<file path="config.mk">
export PLATFORM = sky130hd
export DESIGN_NAME = cohort_acc_cfg_loader
export DESIGN_NICKNAME = d
export VERILOG_FILES = /design/src/rtl/acc_pkg.sv /design/src/rtl/cohort_cfg_regfile.sv /design/src/rtl/cohort_acc_cfg_loader.sv
export SDC_FILE = /design/constraint.sdc
export NUM_CORES = 1
export LEC_CHECK = 0
export CAP_MARGIN = 20
export CORE_ASPECT_RATIO = 0.8
export CORE_UTILIZATION = 35
export DETAILED_ROUTE_END_ITERATION = 10
export GPL_TIMING_DRIVEN = 0
export PLACE_DENSITY_LB_ADDON = 0.05
export SYNTH_ARGS = -nofsm -noshare
export SYNTH_HDL_FRONTEND = slang
export SYNTH_HIERARCHICAL = 1
export SYNTH_SLANG_ARGS = --single-unit
</file>
<file path="constraint.sdc">
create_clock -name clk_i -period 2.35 [get_ports clk_i]
set_input_delay 0.235 -clock clk_i [delete_from_list [all_inputs] [get_ports clk_i]]
set_output_delay 0.235 -clock clk_i [all_outputs]
set_load 0.01 [all_outputs]
</file>
<file path="src/rtl/acc_pkg.sv">
// Shared types and constants for the Cohort accelerator configuration path.
//   cfg_word_t       : one 64-bit configuration word
//   cfg_state_e      : loader run state (IDLE / PENDING / ACTIVE)
//   Status*          : bit positions inside the STATUS read word
//   commit_addr()    : word address of COMMIT/STATUS, given the word count
//   clear_err_addr() : word address of CLEAR_ERR, given the word count
package acc_pkg;

    typedef logic [63:0] cfg_word_t;

    typedef enum logic [1:0] {
        IDLE    = 2'd0,
        PENDING = 2'd1,
        ACTIVE  = 2'd2
    } cfg_state_e;

    localparam int unsigned StatusBusyBit    = 0;
    localparam int unsigned StatusErrBit     = 1;
    localparam int unsigned StatusCountLsb   = 16;
    localparam int unsigned StatusCountWidth = 32;

    function automatic int unsigned commit_addr(input int unsigned num_words);
        return num_words;
    endfunction

    function automatic int unsigned clear_err_addr(input int unsigned num_words);
        return num_words + 1;
    endfunction

endpackage

</file>
<file path="src/rtl/cohort_cfg_regfile.sv">
// Shadow configuration registers plus the registered MMIO read path.
//   clk_i, rst_ni            : clock, async active-low reset
//   wr_valid_i/addr/data     : MMIO write (only shadow word addresses act here)
//   rd_valid_i, rd_addr_i    : MMIO read request
//   status_i                 : STATUS word supplied by the top, muxed at the COMMIT address
//   rd_valid_o, rd_data_o    : read response, one cycle after the request
//   shadow_o                 : all shadow words flattened, word 0 in the LSBs
module cohort_cfg_regfile
    import acc_pkg::*;
#(
    parameter int unsigned NumCfgWords = 4,
    parameter int unsigned AddrWidth   = 5
) (
    input  logic                      clk_i,
    input  logic                      rst_ni,
    input  logic                      wr_valid_i,
    input  logic [AddrWidth-1:0]      wr_addr_i,
    input  logic [63:0]               wr_data_i,
    input  logic                      rd_valid_i,
    input  logic [AddrWidth-1:0]      rd_addr_i,
    input  cfg_word_t                 status_i,
    output logic                      rd_valid_o,
    output logic [63:0]               rd_data_o,
    output logic [NumCfgWords*64-1:0] shadow_o
);

    logic [NumCfgWords*64-1:0] shadow_flat;
    cfg_word_t                 rd_data_next;
    cfg_word_t                 rd_data_reg;
    logic                      rd_valid_reg;

    generate
        for (genvar gi = 0; gi < NumCfgWords; gi++) begin : g_word
            cfg_word_t word_reg;

            always_ff @(posedge clk_i or negedge rst_ni) begin
                if (!rst_ni) begin
                    word_reg <= '0;
                end else if (wr_valid_i && (wr_addr_i == AddrWidth'(gi))) begin
                    word_reg <= wr_data_i;
                end
            end

            assign shadow_flat[gi*64 +: 64] = word_reg;
        end
    endgenerate

    // Read mux sees pre-write values, so a same-cycle write/read returns old data.
    always_comb begin
        rd_data_next = '0;
        for (int i = 0; i < int'(NumCfgWords); i++) begin
            if (rd_addr_i == AddrWidth'(i)) begin
                rd_data_next = shadow_flat[i*64 +: 64];
            end
        end
        if (rd_addr_i == AddrWidth'(commit_addr(NumCfgWords))) begin
            rd_data_next = status_i;
        end
    end

    // Data only updates on a request so the last response stays visible.
    always_ff @(posedge clk_i or negedge rst_ni) begin
        if (!rst_ni) begin
            rd_valid_reg <= 1'b0;
            rd_data_reg  <= '0;
        end else begin
            rd_valid_reg <= rd_valid_i;
            if (rd_valid_i) begin
                rd_data_reg <= rd_data_next;
            end
        end
    end

    assign rd_valid_o = rd_valid_reg;
    assign rd_data_o  = rd_data_reg;
    assign shadow_o   = shadow_flat;

endmodule

</file>
<file path="src/rtl/cohort_acc_cfg_loader.sv">
// Configuration front-end for a Cohort accelerator tile.
// Software fills shadow words over MMIO, COMMIT snapshots them into the active
// register, the snapshot is offered over cfg_valid/cfg_ready, and the run is
// tracked until acc_done_i.
//   clk_i, rst_ni                  : clock, async active-low reset
//   wr_valid_i/wr_ready_o/addr/data: MMIO write port (always ready)
//   rd_valid_i/rd_addr_i           : MMIO read request
//   rd_valid_o/rd_data_o           : registered read response
//   cfg_valid_o/cfg_ready_i        : snapshot handshake to the accelerator
//   cfg_data_o                     : active snapshot, word 0 in the LSBs
//   acc_done_i                     : accelerator finished the current run
//   busy_o                         : a snapshot is pending or running
//   done_irq_o                     : one-cycle pulse per completed run
module cohort_acc_cfg_loader
    import acc_pkg::*;
#(
    parameter int unsigned NumCfgWords = 4,
    parameter int unsigned AddrWidth   = 5
) (
    input  logic                      clk_i,
    input  logic                      rst_ni,
    input  logic                      wr_valid_i,
    output logic                      wr_ready_o,
    input  logic [AddrWidth-1:0]      wr_addr_i,
    input  logic [63:0]               wr_data_i,
    input  logic                      rd_valid_i,
    input  logic [AddrWidth-1:0]      rd_addr_i,
    output logic                      rd_valid_o,
    output logic [63:0]               rd_data_o,
    output logic                      cfg_valid_o,
    input  logic                      cfg_ready_i,
    output logic [NumCfgWords*64-1:0] cfg_data_o,
    input  logic                      acc_done_i,
    output logic                      busy_o,
    output logic                      done_irq_o
);

    cfg_state_e                state_reg, state_next;
    logic [NumCfgWords*64-1:0] shadow_flat;
    logic [NumCfgWords*64-1:0] active_reg;
    logic                      err_reg;
    logic [31:0]               done_count_reg;
    logic                      done_irq_reg;
    cfg_word_t                 status_word;

    logic commit_wr, clear_wr, bad_addr_wr;
    logic cfg_valid, busy, snapshot_en, commit_reject, run_done;

    assign commit_wr   = wr_valid_i && (wr_addr_i == AddrWidth'(commit_addr(NumCfgWords)));
    assign clear_wr    = wr_valid_i && (wr_addr_i == AddrWidth'(clear_err_addr(NumCfgWords)));
    assign bad_addr_wr = wr_valid_i && (wr_addr_i > AddrWidth'(clear_err_addr(NumCfgWords)));

    cohort_cfg_regfile #(
        .NumCfgWords (NumCfgWords),
        .AddrWidth   (AddrWidth)
    ) u_regfile (
        .clk_i      (clk_i),
        .rst_ni     (rst_ni),
        .wr_valid_i (wr_valid_i),
        .wr_addr_i  (wr_addr_i),
        .wr_data_i  (wr_data_i),
        .rd_valid_i (rd_valid_i),
        .rd_addr_i  (rd_addr_i),
        .status_i   (status_word),
        .rd_valid_o (rd_valid_o),
        .rd_data_o  (rd_data_o),
        .shadow_o   (shadow_flat)
    );

    // State register
    always_ff @(posedge clk_i or negedge rst_ni) begin
        if (!rst_ni) begin
            state_reg <= IDLE;
        end else begin
            state_reg <= state_next;
        end
    end

    // Next-state logic
    always_comb begin
        state_next = state_reg;
        case (state_reg)
            IDLE:    if (commit_wr)   state_next = PENDING;
            PENDING: if (cfg_ready_i) state_next = ACTIVE;
            ACTIVE:  if (acc_done_i)  state_next = IDLE;
            default:                  state_next = IDLE;
        endcase
    end

    // Outputs / events decoded from the current state
    always_comb begin
        cfg_valid     = (state_reg == PENDING);
        busy          = (state_reg != IDLE);
        snapshot_en   = (state_reg == IDLE) && commit_wr;
        commit_reject = (state_reg != IDLE) && commit_wr;
        run_done      = (state_reg == ACTIVE) && acc_done_i;
    end

    // Snapshot, error flag, completion counter and irq pulse
    always_ff @(posedge clk_i or negedge rst_ni) begin
        if (!rst_ni) begin
            active_reg     <= '0;
            err_reg        <= 1'b0;
            done_count_reg <= '0;
            done_irq_reg   <= 1'b0;
        end else begin
            if (snapshot_en) begin
                active_reg <= shadow_flat;
            end
            // An error event in the same cycle as CLEAR_ERR leaves err set.
            if (bad_addr_wr || commit_reject) begin
                err_reg <= 1'b1;
            end else if (clear_wr) begin
                err_reg <= 1'b0;
            end
            if (run_done) begin
                done_count_reg <= done_count_reg + 32'd1;
            end
            done_irq_reg <= run_done;
        end
    end

    always_comb begin
        status_word                                     = '0;
        status_word[StatusBusyBit]                      = busy;
        status_word[StatusErrBit]                       = err_reg;
        status_word[StatusCountLsb +: StatusCountWidth] = done_count_reg;
    end

    assign wr_ready_o  = 1'b1;
    assign cfg_valid_o = cfg_valid;
    assign cfg_data_o  = active_reg;
    assign busy_o      = busy;
    assign done_irq_o  = done_irq_reg;

endmodule

</file>
==> results.yml, run 1 <==
timing:
  fmax_mhz: 426
  slew_violations: 0
  finalCritPeriodShare_pct: 99.9
  fin_worst_skew_ns: 0.0216
  final.setup.worst_slack_ns: 0.00254
  rsz0062_at_grt: "false"
  finalHoldViolCount: 0
  fin_crit_ns: 2.35
  worst_slew_pin_slew_ns: 1.04
  relSlewSlack_pct: 30.6
  finalSetupViolations: 0
place:
  dp_hpwl_um: 59700
  place_congestion: 0.806
  dp_worst_setup_slack_ns: -1.13
  portBuffers: 401
route:
  drc: 72
  ant_nets: 0
  firstDrtPassIters: 8
  vias: 16600
  drtIter0Drc: 1096
  wirelength_um: 84900
  avgViaCountPerCell: 5.15
  post_drt_wl_per_cell_um: 26.3
global_route:
  gr-total-overflow: 0
  grt_util_all_layers_pct: 23.4
  grt_pass1_wl_um: 123000
  grt_pass1_vias: 17200
  grt_max_degree: 117
  antenna_found_initial: 1
synthesis:
  synth_edf_count: 0
  synth_compound_area_share_pct: 5.85
  ys_top_cells_by_count: "dfrtp_1, mux2_2, nor2_1, o22ai_1"
  synth_fa_ha_area_share_pct: 0.0499
  ys.flop_type: "dfrtp_1"
  synth_most_common_cell: "dfrtp_1"
  syn-cell-area_mm2: 0.0251
  synth_top_family_by_area: "multiplexers"
  synth-simple-area-share_pct: 3.84
  synth_area_per_cell_um2: 14.5
  yosysTopAreaCell: "dfrtp_1"
  synth-async-reset-ratio_pct: 100
  ys_warn_count: 6
  synth-xor-area-share_pct: 1.08
  synth_seq_area_share_pct: 61.1
  synth.area.mux_share_pct: 25.4
  synth_area_leaders: "dfrtp_1, mux2_2, a221oi_1"
  synth_cells: 1732
  synth_cell_types: 53
  synth-seq-cells: 613
  synth_top_area_share_pct: 61.1
worst_hold_path:
  holdCritStartpoint: "rd_valid_i"
  hp-class: "in -> reg"
run_status:
  status: "finished with violations"
  failed_checks: "DRC"
clocking:
  cts_tree: "built"
  path_clk_slew_ns: 0.06
  htree_levels: 3
  root_buffer: "clkbuf_16"
  numCtsBuffers: 67
  cts.sinks: 613
  clock_path_buffers: 3
  clkLatencyLatePin_ns: 0.60
floorplan:
  coreArea_mm2: 0.0706
  die_w_um: 301
  fp.dieArea_mm2: 0.0728
  rows: 87
  initial_core_util_pct: 35.5
  die_h_um: 241
  pin_count: 405
setup_path:
  critical_path_class: "in -> reg"
  startpoint: "rd_addr_i[1]"
  worstPathRequired_ns: 2.87
  path_max_fanout: 10
  endpoint_kind: "flop"
  cp_data_arrival_time_ns: 2.86
  r2r-start: "state_reg[1]$_DFFE_PN0P_"
  cp-start-kind: "primary input"
layout:
  drive_gt1_share_pct: 31.6
  nets: 2325
  syn_to_final_growth_pct: 31.2
power_and_ir_drop:
  p_leak_nw: 15.2
  power_density_mw_per_mm2: 866
  ir_drop_v: 0.000492
  finalPower_mw: 28.5
run:
  maxCapViolCount: 0
==> cells in the final DEF (no fill, tap or decap), drive strengths merged, types with 16 or more instances in the layout <==
master | netlist | layout
clkdlybuf4s50 | 0 | 400
xor2 | 18 | 18
nor2 | 75 | 75
o21ai | 46 | 46
nand2 | 43 | 43
mux2 | 514 | 514
a221oi | 45 | 45
nand3 | 16 | 16
conb | 2 | 31
dfrtp | 613 | 613
clkbuf | 39 | 148
o22ai | 56 | 56
a21oi | 45 | 45
mux2i | 27 | 27
buf | 68 | 81
a21o | 17 | 17
==> through the flow <==
stage               instance area, um^2  setup TNS [ns]  std cells  hold WS, ns  utilization, %
floorplan                         25200               0       1761      -0.0606               -
global placement                  30400               -       3096        0.475            43.0
detailed placement                30600         -326.32       3104        0.304            43.3
CTS                               32900               0       3225        0.136            46.6
global route                      32900               0       3225        0.148            46.6
finish                            32900               0       3226        0.172            46.6
==> area by class of cell <==
cell class | count | area [um^2]
Sequential cell | 613 | 15300
Tap cell | 934 | 1170
Fill cell | 6353 | 37700
Inverter | 13 | 48.8
Timing Repair Buffer | 415 | 4250
Clock buffer | 109 | 2160
Antenna cell | 1 | 2.50
Multi-Input combinational cell | 1028 | 9220
Buffer | 106 | 626
Clock inverter | 7 | 113
==> kinds of logic after synthesis <==
group,Yosys count
XOR/XNOR,31
buffers and inverters,120
multiplexers,555
adder cells (fa/ha/maj),1
other,2
flip-flops,613
AO/OA/AOI/OAI,227
AND/OR/NAND/NOR,183
==> routing by layer <==
layer	global-route usage (%)	share of wire [%]	vias to the layer above
met5	0	0	-
met4	5.01	1.7	0
met3	5.13	5.8	89
met2	36.0	46	437
met1	33.8	47	8743
li1	-	-	7331
==> power by group <==
group / leakage, nW / switching (mW) / internal (mW) / total [mW]
Combinational: 5.99 / 1.79 / 2.55 / 4.34
Sequential: 8.06 / 1.15 / 12.1 / 13.2
Clock: 1.12 / 4.33 / 6.59 / 10.9
Total: 15.2 / 7.27 / 21.2 / 28.5
==> worst max-delay path: stages <==
cell and delay, ns:
clkdlybuf4s50_1 0.59, clkbuf_4 0.32, nand2b_2 0.25, nor4_4 0.35
buf_4 0.19, clkbuf_1 0.37, buf_8 0.23, a221oi_1 0.11
a21oi_1 0.18
==> what timing repair did <==
| item | CTS | global route |
|---|---|---|
| resized for setup | 13 | 7 |
| pin swaps | 1 | 1 |
| setup endpoints to repair | 242 | 266 |
| gates cloned | 0 | 0 |
| buffers inserted | 4 | 1 |
| endpoints found under the hold margin | 86 | 0 |
| hold buffers | 1 | 0 |
==> path summary, 6_finish.rpt <==
check,endpoint,slack (ns),cells after the start
max,u_regfile/rd_data_o[19]$_DFFE_PN0P_,0.003,9
min reg2reg,done_count_reg[31]$_DFFE_PN0P_,0.48,1
min,u_regfile/rd_valid_o$_DFF_PN0_,0.17,1
max in group asynchronous,u_regfile/g_word[2].word_reg[26]$_DFFE_PN0P_,0.48,4
min in group asynchronous,cfg_data_o[184]$_DFFE_PN0P_,0.24,2
max reg2reg,cfg_data_o[233]$_DFFE_PN0P_,0.22,5
(Power assumes the default switching activity.)
==> run 2: changes to the inputs <==
Settings changed: CELL_PAD_IN_SITES_DETAIL_PLACEMENT set to 1, CELL_PAD_IN_SITES_GLOBAL_PLACEMENT set to 1, CORE_UTILIZATION 35 to 40, SKIP_LAST_GASP set to 1.
==> results.yml, run 2 (same netlist as run 1, synthesis figures left out) <==
global_route:
  grt_max_degree: 123
  grt_pass1_vias: 18100
  grt_util_all_layers_pct: 26.8
  gr-total-overflow: 0
  antenna_found_initial: 9
  grt_pass1_wl_um: 124000
route:
  drc: 0
  firstDrtPassIters: 5
  post_drt_wl_per_cell_um: 27.0
  avgViaCountPerCell: 5.41
  vias: 16800
  ant_nets: 0
  wirelength_um: 84100
  drtIter0Drc: 974
floorplan:
  rows: 81
  pin_count: 405
  die_w_um: 282
  fp.dieArea_mm2: 0.0637
  die_h_um: 226
  initial_core_util_pct: 40.8
  coreArea_mm2: 0.0615
timing:
  worst_slew_pin_slew_ns: 1.11
  fmax_mhz: 436
  rsz0062_at_grt: "false"
  final.setup.worst_slack_ns: 0.0564
  finalCritPeriodShare_pct: 97.6
  finalSetupViolations: 0
  whs_ns: 0.139
  fin_worst_skew_ns: 0.0109
  tns_ns: 0
  slew_violations: 0
  finalHoldViolCount: 0
  fin_crit_ns: 2.29
  relSlewSlack_pct: 26.3
layout:
  nFillCells: 6057
  final_util_pct: 53.1
  final-seq-area_mm2: 0.0153
  fin_area_mm2: 0.0326
  fin_cells: 3114
  multi_input_area_mm2: 0.00921
  drive_gt1_share_pct: 31.4
  final_common_cell: "dfrtp_1"
  syn_to_final_growth_pct: 30.1
  most-common-layout-cells: "dfrtp_1, mux2_2, clkdlybuf4s50_1"
  nets: 2317
run_status:
  status: "complete, no violations"
power_and_ir_drop:
  ir_drop_v: 0.000650
  finalPower_mw: 28.1
  power_density_mw_per_mm2: 862
  p_leak_nw: 15.1
setup_path:
  path_max_fanout: 10
  worstPathCellList: "clkdlybuf4s50_1 > clkbuf_4 > nand2b_2 > nor4_4 > buf_4 > buf_2 > a221oi_1 > a21oi_1"
  endpoint_kind: "flop"
  critical_path_class: "in -> reg"
  critical-path-slowest-cell: "clkdlybuf4s50_1"
  path_delay_family: "buffers and inverters"
  cp_data_arrival_time_ns: 2.84
  path_buf_inv: 4
  cp-start-kind: "primary input"
  worstPathRequired_ns: 2.90
  crit_path_max_incr_delay_ns: 0.63
clocking:
  htree_levels: 2
  cts.sinks: 613
  clkLatencyLatePin_ns: 0.63
  clock_path_buffers: 3
  path_clk_slew_ns: 0.06
  cts_tree: "built"
  numCtsBuffers: 61
  root_buffer: "clkbuf_16"
place:
  portBuffers: 401
  dpl.cell_count: 2999
  dp_worst_setup_slack_ns: -1.05
  place_area_mm2: 0.0304
  dp_hpwl_um: 59300
  place_congestion: 0.818
worst_hold_path:
  hp-class: "in -> async"
run:
  maxCapViolCount: 0
## run 2: changes by cell type in the layout (fill, tap and decap cells not counted), moves of 3 or more
| cell | previous run | this run |
|---|---|---|
| buf_2 | 43 | 46 |
| bufinv_16 | 3 | 10 |
| clkinv_2 | 3 | 8 |
| diode_2 | 1 | 4 |
| clkbuf_8 | 20 | 11 |
| clkbuf_1 | 45 | 38 |
| clkbuf_16 | 73 | 63 |
| buf_4 | 8 | 5 |
## run 2: repair_timing
item,4_1_cts,5_1_grt
cloned,0,0
hold buffers,1,0
endpoints found under the setup margin,245,215
hold endpoints to repair,61,0
pin swaps,1,0
gates resized for setup,9,17
setup buffers,3,0
## run 2: final cells by class
class	instances	share of cell area, %
antenna	4	0.0307
inverter	13	0.149
timing repair buffer	412	12.9
multi-input combinational	1028	28.2
buffer	107	1.94
clock inverter	22	1.14
clock buffer	85	5.42
sequential	613	47.0
tap	830	3.18
## run 2: path summary, 6_finish.rpt
check | to | startpoint | cells after the start | slack (ns)
max | u_regfile/rd_data_o[56]$_DFFE_PN0P_ | rd_addr_i[1] | 8 | 0.06
min | cfg_data_o[184]$_DFFE_PN0P_ | rst_ni | 2 | 0.14
max reg2reg | cfg_data_o[148]$_DFFE_PN0P_ | state_reg[1]$_DFFE_PN0P_ | 5 | 0.13
min reg2reg | done_count_reg[31]$_DFFE_PN0P_ | done_count_reg[31]$_DFFE_PN0P_ | 1 | 0.49
max in group asynchronous | u_regfile/g_word[2].word_reg[27]$_DFFE_PN0P_ | rst_ni | 4 | 0.59
min in group clk_i | u_regfile/rd_valid_o$_DFF_PN0_ | rd_valid_i | 1 | 0.21
## run 2: routing by layer
layer | share of wire [%] | vias up | GRT usage [%] | wire length (um)
met1 | 44 | 8932 | 37.3 | 37300
li1 | - | 7294 | - | -
met4 | 3.0 | 14 | 8.26 | 2530
met3 | 6.4 | 142 | 5.87 | 5350
met2 | 46 | 466 | 41.6 | 38700
met5 | 0.22 | - | 1.32 | 185
## run 2: worst register-to-register path, delay by kind of cell, from the launching register on
kind / cells / cell delay, ns
buffers and inverters: 2 / 0.88
flip-flops: 1 / 0.42
AND/OR/NAND/NOR: 2 / 0.40
multiplexers: 1 / 0.40
## run 2: power breakdown
group          switching (mW)  total, mW  leakage [nW]  internal [mW]
Sequential               1.15       13.2          8.06           12.1
Combinational            1.83       4.39          5.98           2.56
Clock                    4.22       10.5          1.05           6.31
Total                    7.20       28.1          15.1           20.9
